[src/rtl/hitw_pkg.sv]
// Shared definitions for the hole-in-the-wall game: game-state encoding seen
// by the pixel compositor, screen dimensions and wall-depth constants.
package hitw_pkg;

    typedef enum logic [2:0] {
        GAME_OVER        = 3'd0,
        GAME_IN_PROGRESS = 3'd1,
        GAME_WIN         = 3'd2
    } game_state_t;

    typedef enum logic [1:0] {
        ST_IDLE,
        ST_RUNNING,
        ST_OVER,
        ST_WIN
    } ctrl_state_t;

    localparam int unsigned H_ACTIVE         = 1280;
    localparam int unsigned V_ACTIVE         = 720;

    localparam int unsigned GOAL_DEPTH       = 60;
    localparam int unsigned GOAL_DEPTH_DELTA = 10;
    localparam int unsigned MAX_WALL_DEPTH   = 75;

endpackage

[src/rtl/frame_collision_accumulator.sv]
// Counts collision pixels inside the active area, latches the per-frame total
// on the last active pixel and strobes frame_done_out for one cycle.
module frame_collision_accumulator
    import hitw_pkg::*;
#(
    parameter int unsigned ACTIVE_H_PIXELS = H_ACTIVE,
    parameter int unsigned ACTIVE_LINES    = V_ACTIVE
) (
    input  logic        clk_in,
    input  logic        rst_in,
    input  logic [10:0] hcount_in,
    input  logic [9:0]  vcount_in,
    input  logic        is_collision,
    output logic [19:0] collision_count_out,
    output logic        frame_done_out
);

    logic [19:0] acc_q, acc_d;
    logic [19:0] count_q, count_d;
    logic        done_q, done_d;
    logic        in_area, last_pixel;
    logic [19:0] acc_inc;

    // Saturating accumulate; the last active pixel folds into the latched total
    always_comb begin
        in_area    = (hcount_in < 11'(ACTIVE_H_PIXELS)) && (vcount_in < 10'(ACTIVE_LINES));
        last_pixel = (hcount_in == 11'(ACTIVE_H_PIXELS - 1)) && (vcount_in == 10'(ACTIVE_LINES - 1));
        acc_inc    = (in_area && is_collision && (acc_q != '1)) ? acc_q + 20'd1 : acc_q;
        acc_d      = acc_inc;
        count_d    = count_q;
        done_d     = 1'b0;
        if (last_pixel) begin
            count_d = acc_inc;
            acc_d   = '0;
            done_d  = 1'b1;
        end
    end

    // Accumulator, frame total and strobe registers
    always_ff @(posedge clk_in or negedge rst_in) begin
        if (!rst_in) begin
            acc_q   <= '0;
            count_q <= '0;
            done_q  <= 1'b0;
        end else begin
            acc_q   <= acc_d;
            count_q <= count_d;
            done_q  <= done_d;
        end
    end

    assign collision_count_out = count_q;
    assign frame_done_out      = done_q;

endmodule

[src/rtl/game_state_controller.sv]
// Game sequencer: advances the wall toward the player, judges collisions in
// the goal-depth window and steps through walls to a win.
module game_state_controller
    import hitw_pkg::*;
#(
    parameter int unsigned ACTIVE_H_PIXELS     = hitw_pkg::H_ACTIVE,
    parameter int unsigned ACTIVE_LINES        = hitw_pkg::V_ACTIVE,
    parameter int unsigned GOAL_DEPTH          = hitw_pkg::GOAL_DEPTH,
    parameter int unsigned GOAL_DEPTH_DELTA    = hitw_pkg::GOAL_DEPTH_DELTA,
    parameter int unsigned MAX_WALL_DEPTH      = hitw_pkg::MAX_WALL_DEPTH,
    parameter int unsigned FRAMES_PER_STEP     = 4,
    parameter int unsigned COLLISION_THRESHOLD = 256,
    parameter int unsigned NUM_WALLS           = 3
) (
    input  logic        clk_in,
    input  logic        rst_in,
    input  logic [10:0] hcount_in,
    input  logic [9:0]  vcount_in,
    input  logic        is_collision,
    input  logic        start_in,
    output logic [2:0]  game_state_out,
    output logic [7:0]  wall_depth_out,
    output logic [1:0]  wall_index_out,
    output logic        wall_active_out,
    output logic [19:0] collision_count_out,
    output logic        frame_done_out
);

    localparam int unsigned        STEP_W    = (FRAMES_PER_STEP > 1) ? $clog2(FRAMES_PER_STEP) : 1;
    localparam logic [STEP_W-1:0]  STEP_LAST = STEP_W'(FRAMES_PER_STEP - 1);
    localparam logic [8:0]         WIN_LO    = (GOAL_DEPTH > GOAL_DEPTH_DELTA) ?
                                               9'(GOAL_DEPTH - GOAL_DEPTH_DELTA) : 9'd0;
    localparam logic [8:0]         WIN_HI    = 9'(GOAL_DEPTH + GOAL_DEPTH_DELTA);
    localparam logic [8:0]         DEPTH_END = 9'(MAX_WALL_DEPTH);
    localparam logic [1:0]         LAST_WALL = 2'(NUM_WALLS - 1);
    localparam logic [19:0]        THRESH    = 20'(COLLISION_THRESHOLD);

    ctrl_state_t       state_q, state_d;
    logic [7:0]        depth_q, depth_d;
    logic [1:0]        index_q, index_d;
    logic [STEP_W-1:0] step_q, step_d;
    logic              in_window;
    logic [8:0]        depth_inc;

    frame_collision_accumulator #(
        .ACTIVE_H_PIXELS(ACTIVE_H_PIXELS),
        .ACTIVE_LINES   (ACTIVE_LINES)
    ) u_acc (
        .clk_in             (clk_in),
        .rst_in             (rst_in),
        .hcount_in          (hcount_in),
        .vcount_in          (vcount_in),
        .is_collision       (is_collision),
        .collision_count_out(collision_count_out),
        .frame_done_out     (frame_done_out)
    );

    // Next-state, depth/index sequencing and state decode
    always_comb begin
        state_d         = state_q;
        depth_d         = depth_q;
        index_d         = index_q;
        step_d          = step_q;
        game_state_out  = GAME_IN_PROGRESS;
        wall_active_out = 1'b0;
        in_window       = ({1'b0, depth_q} >= WIN_LO) && ({1'b0, depth_q} <= WIN_HI);
        depth_inc       = {1'b0, depth_q} + 9'd1;

        case (state_q)
            ST_RUNNING: begin
                wall_active_out = 1'b1;
                if (frame_done_out) begin
                    // A fail freezes depth on the judged frame, so it wins over the step
                    if (in_window && (collision_count_out > THRESH)) begin
                        state_d = ST_OVER;
                    end else if (step_q == STEP_LAST) begin
                        step_d = '0;
                        if (depth_inc == DEPTH_END) begin
                            if (index_q == LAST_WALL) begin
                                state_d = ST_WIN;
                            end else begin
                                index_d = index_q + 2'd1;
                                depth_d = '0;
                            end
                        end else begin
                            depth_d = depth_inc[7:0];
                        end
                    end else begin
                        step_d = step_q + STEP_W'(1);
                    end
                end
            end
            ST_OVER: game_state_out = GAME_OVER;
            ST_WIN:  game_state_out = GAME_WIN;
            default: game_state_out = GAME_IN_PROGRESS;
        endcase

        if ((state_q != ST_RUNNING) && start_in) begin
            state_d = ST_RUNNING;
            depth_d = '0;
            index_d = '0;
            step_d  = '0;
        end
    end

    // State and wall-position registers
    always_ff @(posedge clk_in or negedge rst_in) begin
        if (!rst_in) begin
            state_q <= ST_IDLE;
            depth_q <= '0;
            index_q <= '0;
            step_q  <= '0;
        end else begin
            state_q <= state_d;
            depth_q <= depth_d;
            index_q <= index_d;
            step_q  <= step_d;
        end
    end

    assign wall_depth_out = depth_q;
    assign wall_index_out = index_q;

endmodule

[config.mk]
export PLATFORM = sky130hd
export DESIGN_NAME = game_state_controller
export DESIGN_NICKNAME = d
export VERILOG_FILES = /design/src/rtl/hitw_pkg.sv /design/src/rtl/frame_collision_accumulator.sv /design/src/rtl/game_state_controller.sv
export SDC_FILE = /design/constraint.sdc
export NUM_CORES = 1
export LEC_CHECK = 0
export BUFFER_PORTS_ARGS = -buffer_cell sky130_fd_sc_hd__buf_4
export CAP_MARGIN = 0
export CORE_MARGIN = 2
export CORE_UTILIZATION = 55
export CTS_CLUSTER_DIAMETER = 200
export DETAILED_ROUTE_END_ITERATION = 6
export GPL_ROUTABILITY_DRIVEN = 1
export PLACE_DENSITY = 0.76
export SETUP_SLACK_MARGIN = 0.2
export SLEW_MARGIN = 20
export SYNTH_ARGS = -nofsm -noshare
export SYNTH_HDL_FRONTEND = slang
export SYNTH_SLANG_ARGS = --single-unit
[constraint.sdc]
create_clock -name clk_in -period 3 [get_ports clk_in]
set_clock_uncertainty 0.15 [all_clocks]
set_input_delay 0.6 -clock clk_in [delete_from_list [all_inputs] [get_ports clk_in]]
set_output_delay 0.6 -clock clk_in [all_outputs]
set_load 0.01 [all_outputs]
==> results.py <==
metrics = {
    "finish": {
        "nNetsFinal": 400,
        "diodes": 0,
        "area_growth_syn_to_layout_pct": 20.5,
        "layout_commonest_cell": "buf_4",
        "drive_above_1_share_pct": 21.9,
        "final_cell_mix": "buf_4, dfrtp_1, nor2_1, a21oi_1, nand3_1",
    },
    "synthesis": {
        "synth_cell_type_count": 57,
        "ys_dominant_reg_cell": "dfrtp_1",
        "synthArstFlopShare_pct": 100,
        "avgSynthCellArea_um2": 9.40,
        "yosysSeqAreaShare_pct": 46.3,
        "ys_ff_latch": 55,
        "syn_area_um2": 2970,
        "synth_enable_flop_cells": 0,
        "synth-warning-count": 0,
        "syn_inst": 316,
        "syn-num-nets": 347,
    },
    "clocking": {
        "cts-root-buf": "clkbuf_8",
        "cts_tree": "done",
        "postCtsHoldBufs": 0,
        "htree_num_levels": 2,
        "cts_setup_buffers": 0,
        "ctsResizeCount": 0,
        "clkSinkCount": 55,
        "clock_latency_ps": 310,
        "path_clk_slew_ps": 100,
        "cts_buffers": 5,
        "clk_path_buf_depth": 2,
    },
    "timing": {
        "setup_tns_ps": 0,
        "period_minus_slack_ps": 2530,
        "rsz0062_at_grt": "no",
        "timing.fmax_ghz": 0.395,
        "report.final.slew_viol_count": 0,
        "timing.final.crit_share_pct": 84.3,
        "max_slew_margin_pct": 49.3,
        "worst_pin_slew_ps": 754,
        "setup_viol": 0,
        "hold_viol": 0,
    },
    "floorplanning": {
        "die_x_um": 77.5,
        "rows": 26,
        "core_area_um2": 5170,
        "die_area_um2": 6000,
        "pin_count": 60,
        "start_util_pct": 57.4,
        "fp.dieH_um": 77.5,
    },
    "drt": {
        "drt_first_pass_iters": 5,
        "num_vias": 2707,
        "antenna_left": 0,
        "drc": 0,
        "via_per_inst": 6.15,
        "drt_wl_total_mm": 6.96,
        "wire_per_inst_um": 15.8,
        "drt-initial-drc-count": 247,
    },
    "grt": {
        "antenna_found_initial": 0,
        "grt_pass1_wl_mm": 12.0,
        "grt_pass1_vias": 2508,
        "grt.overflow.total": 0,
        "grt_max_degree": 56,
        "grt_usage_pct": 25.1,
    },
    "critical_path": {
        "crit_path_end": "wall_depth_out[4]",
        "critical-path-top-delay-family": "compound AO/OA/AOI/OAI gates",
        "critPathKind": "register to register",
        "slowest_stage": "o31a_1",
        "regToRegSetupSlack_ps": 470,
        "critPathLaunchType": "register",
        "critPathMaxFanout": 13,
        "cp_cell_sequence": "nor4_1 -> a21boi_0 -> o211a_1 -> o31a_1 -> a221o_1",
        "end_kind": "register",
        "critPathArrivalTime_ps": 2580,
        "required_ps": 3050,
        "worst-path-stages": 5,
        "reg2reg_depth": 5,
        "slowest_delay_ps": 440,
        "timing.rr.start": "u_acc.collision_count_out[0]",
        "cp-startpoint": "u_acc.collision_count_out[0]",
        "r2r_end": "wall_depth_out[4]",
        "path_buf_inv": 0,
    },
    "min_path": {
        "min_path_type": "input port to async pin",
    },
    "run_status": {
        "status": "finished, final reports clean",
    },
    "place": {
        "io_buffers": 58,
        "dp_hpwl_mm": 5.15,
        "gp_congestion": 0.808,
    },
    "pwr": {
        "p_total_mw": 1.48,
        "powerDensity_nw_per_um2": 413,
        "combPwrFrac_pct": 10.3,
        "power.switching_mw": 0.383,
        "p_int_mw": 1.09,
        "ir_drop_uv": 290,
        "leakagePower_nw": 1.59,
        "clkPwrFrac_pct": 34.0,
        "power.share.sequential_pct": 55.8,
        "switching_share_pct": 25.9,
    },
    "job": {
        "drv_cap": 0,
    },
}
final cells by class:
type	count	area, um2
inverter	7	26.3
clock inverter	3	46.3
timing repair buffer	61	470
clock buffer	5	68.8
tap	70	87.6
fill	423	1590
multi-input combinational	239	1500
sequential	55	1380
metal layers:
layer | GRT usage, % | routed length [um] | up-vias
met5 | 0 | 0 | -
met4 | 10.2 | 176 | 0
li1 | - | - | 1329
met3 | 3.95 | 356 | 16
met2 | 39.0 | 3190 | 92
met1 | 35.1 | 3230 | 1270
state kept, by name, summed over array words and instances (netlist names):
name                       flops
step_q                         2
state_q                        2
wall_index_out                 2
u_acc.collision_count_out     20
wall_depth_out                 8
u_acc.frame_done_out           1
u_acc.acc_q                   20
how the worst min path moves through the flow:
stage,end
6_report,wall_depth_out[4]
5_1_grt,wall_depth_out[0]
4_1_cts,u_acc.collision_count_out[19]
3_5_place_dp,u_acc.collision_count_out[18]
3_3_place_gp,state_q[0]
2_1_floorplan,state_q[0]
through the flow:
stage	utilization (%)	hold WS (ps)	cells	setup WS [ps]	cell area (um2)
after floorplan	-	154	316	664	2970
after global placement	67.0	366	432	387	3460
after detailed placement	67.0	349	432	337	3460
after CTS	69.2	192	440	470	3580
after global routing	69.2	221	440	318	3580
final	69.2	168	440	470	3580
cell families after synthesis:
group           Yosys count  synth area share, %
flops                    55                 46.3
other cells               1                0.126
buf+inv                  22                 3.08
compound gates           92                 19.9
fa+ha+maj                 6                 2.53
xor+xnor                  1                0.295
mux                       3                 1.10
simple gates            136                 26.6
Yosys cell counts (3+ instances only):
library cell / n / area share (%)
nor2b_1: 3 / 0.63
o211a_1: 3 / 1.0
nor4_1: 7 / 1.5
inv_1: 7 / 0.88
and3_1: 7 / 1.5
or2_2: 3 / 0.63
or3_1: 8 / 1.7
a21oi_1: 23 / 3.9
and2_1: 5 / 1.1
o31ai_1: 11 / 2.8
nand4_1: 11 / 2.3
nor2_1: 23 / 2.9
buf_2: 4 / 0.67
nand2_1: 12 / 1.5
dfrtp_1: 55 / 46
or4_1: 11 / 2.8
nand3_1: 21 / 3.5
clkbuf_1: 8 / 1.0
a31oi_1: 17 / 3.6
o21ai_0: 16 / 2.7
nor3_1: 7 / 1.2
ha_1: 6 / 2.5
power by group through the flow:
| stage | registers, mW | logic, mW | clock network (mW) |
|---|---|---|---|
| after floorplan | 0.824 | 0.0845 | 0 |
| after global placement | 0.833 | 0.148 | 0 |
| after detailed placement | 0.836 | 0.150 | 0 |
| after CTS | 0.821 | 0.151 | 0.513 |
| after global routing | 0.832 | 0.172 | 0.545 |
| final | 0.824 | 0.152 | 0.502 |
(Power assumes the default switching activity.)
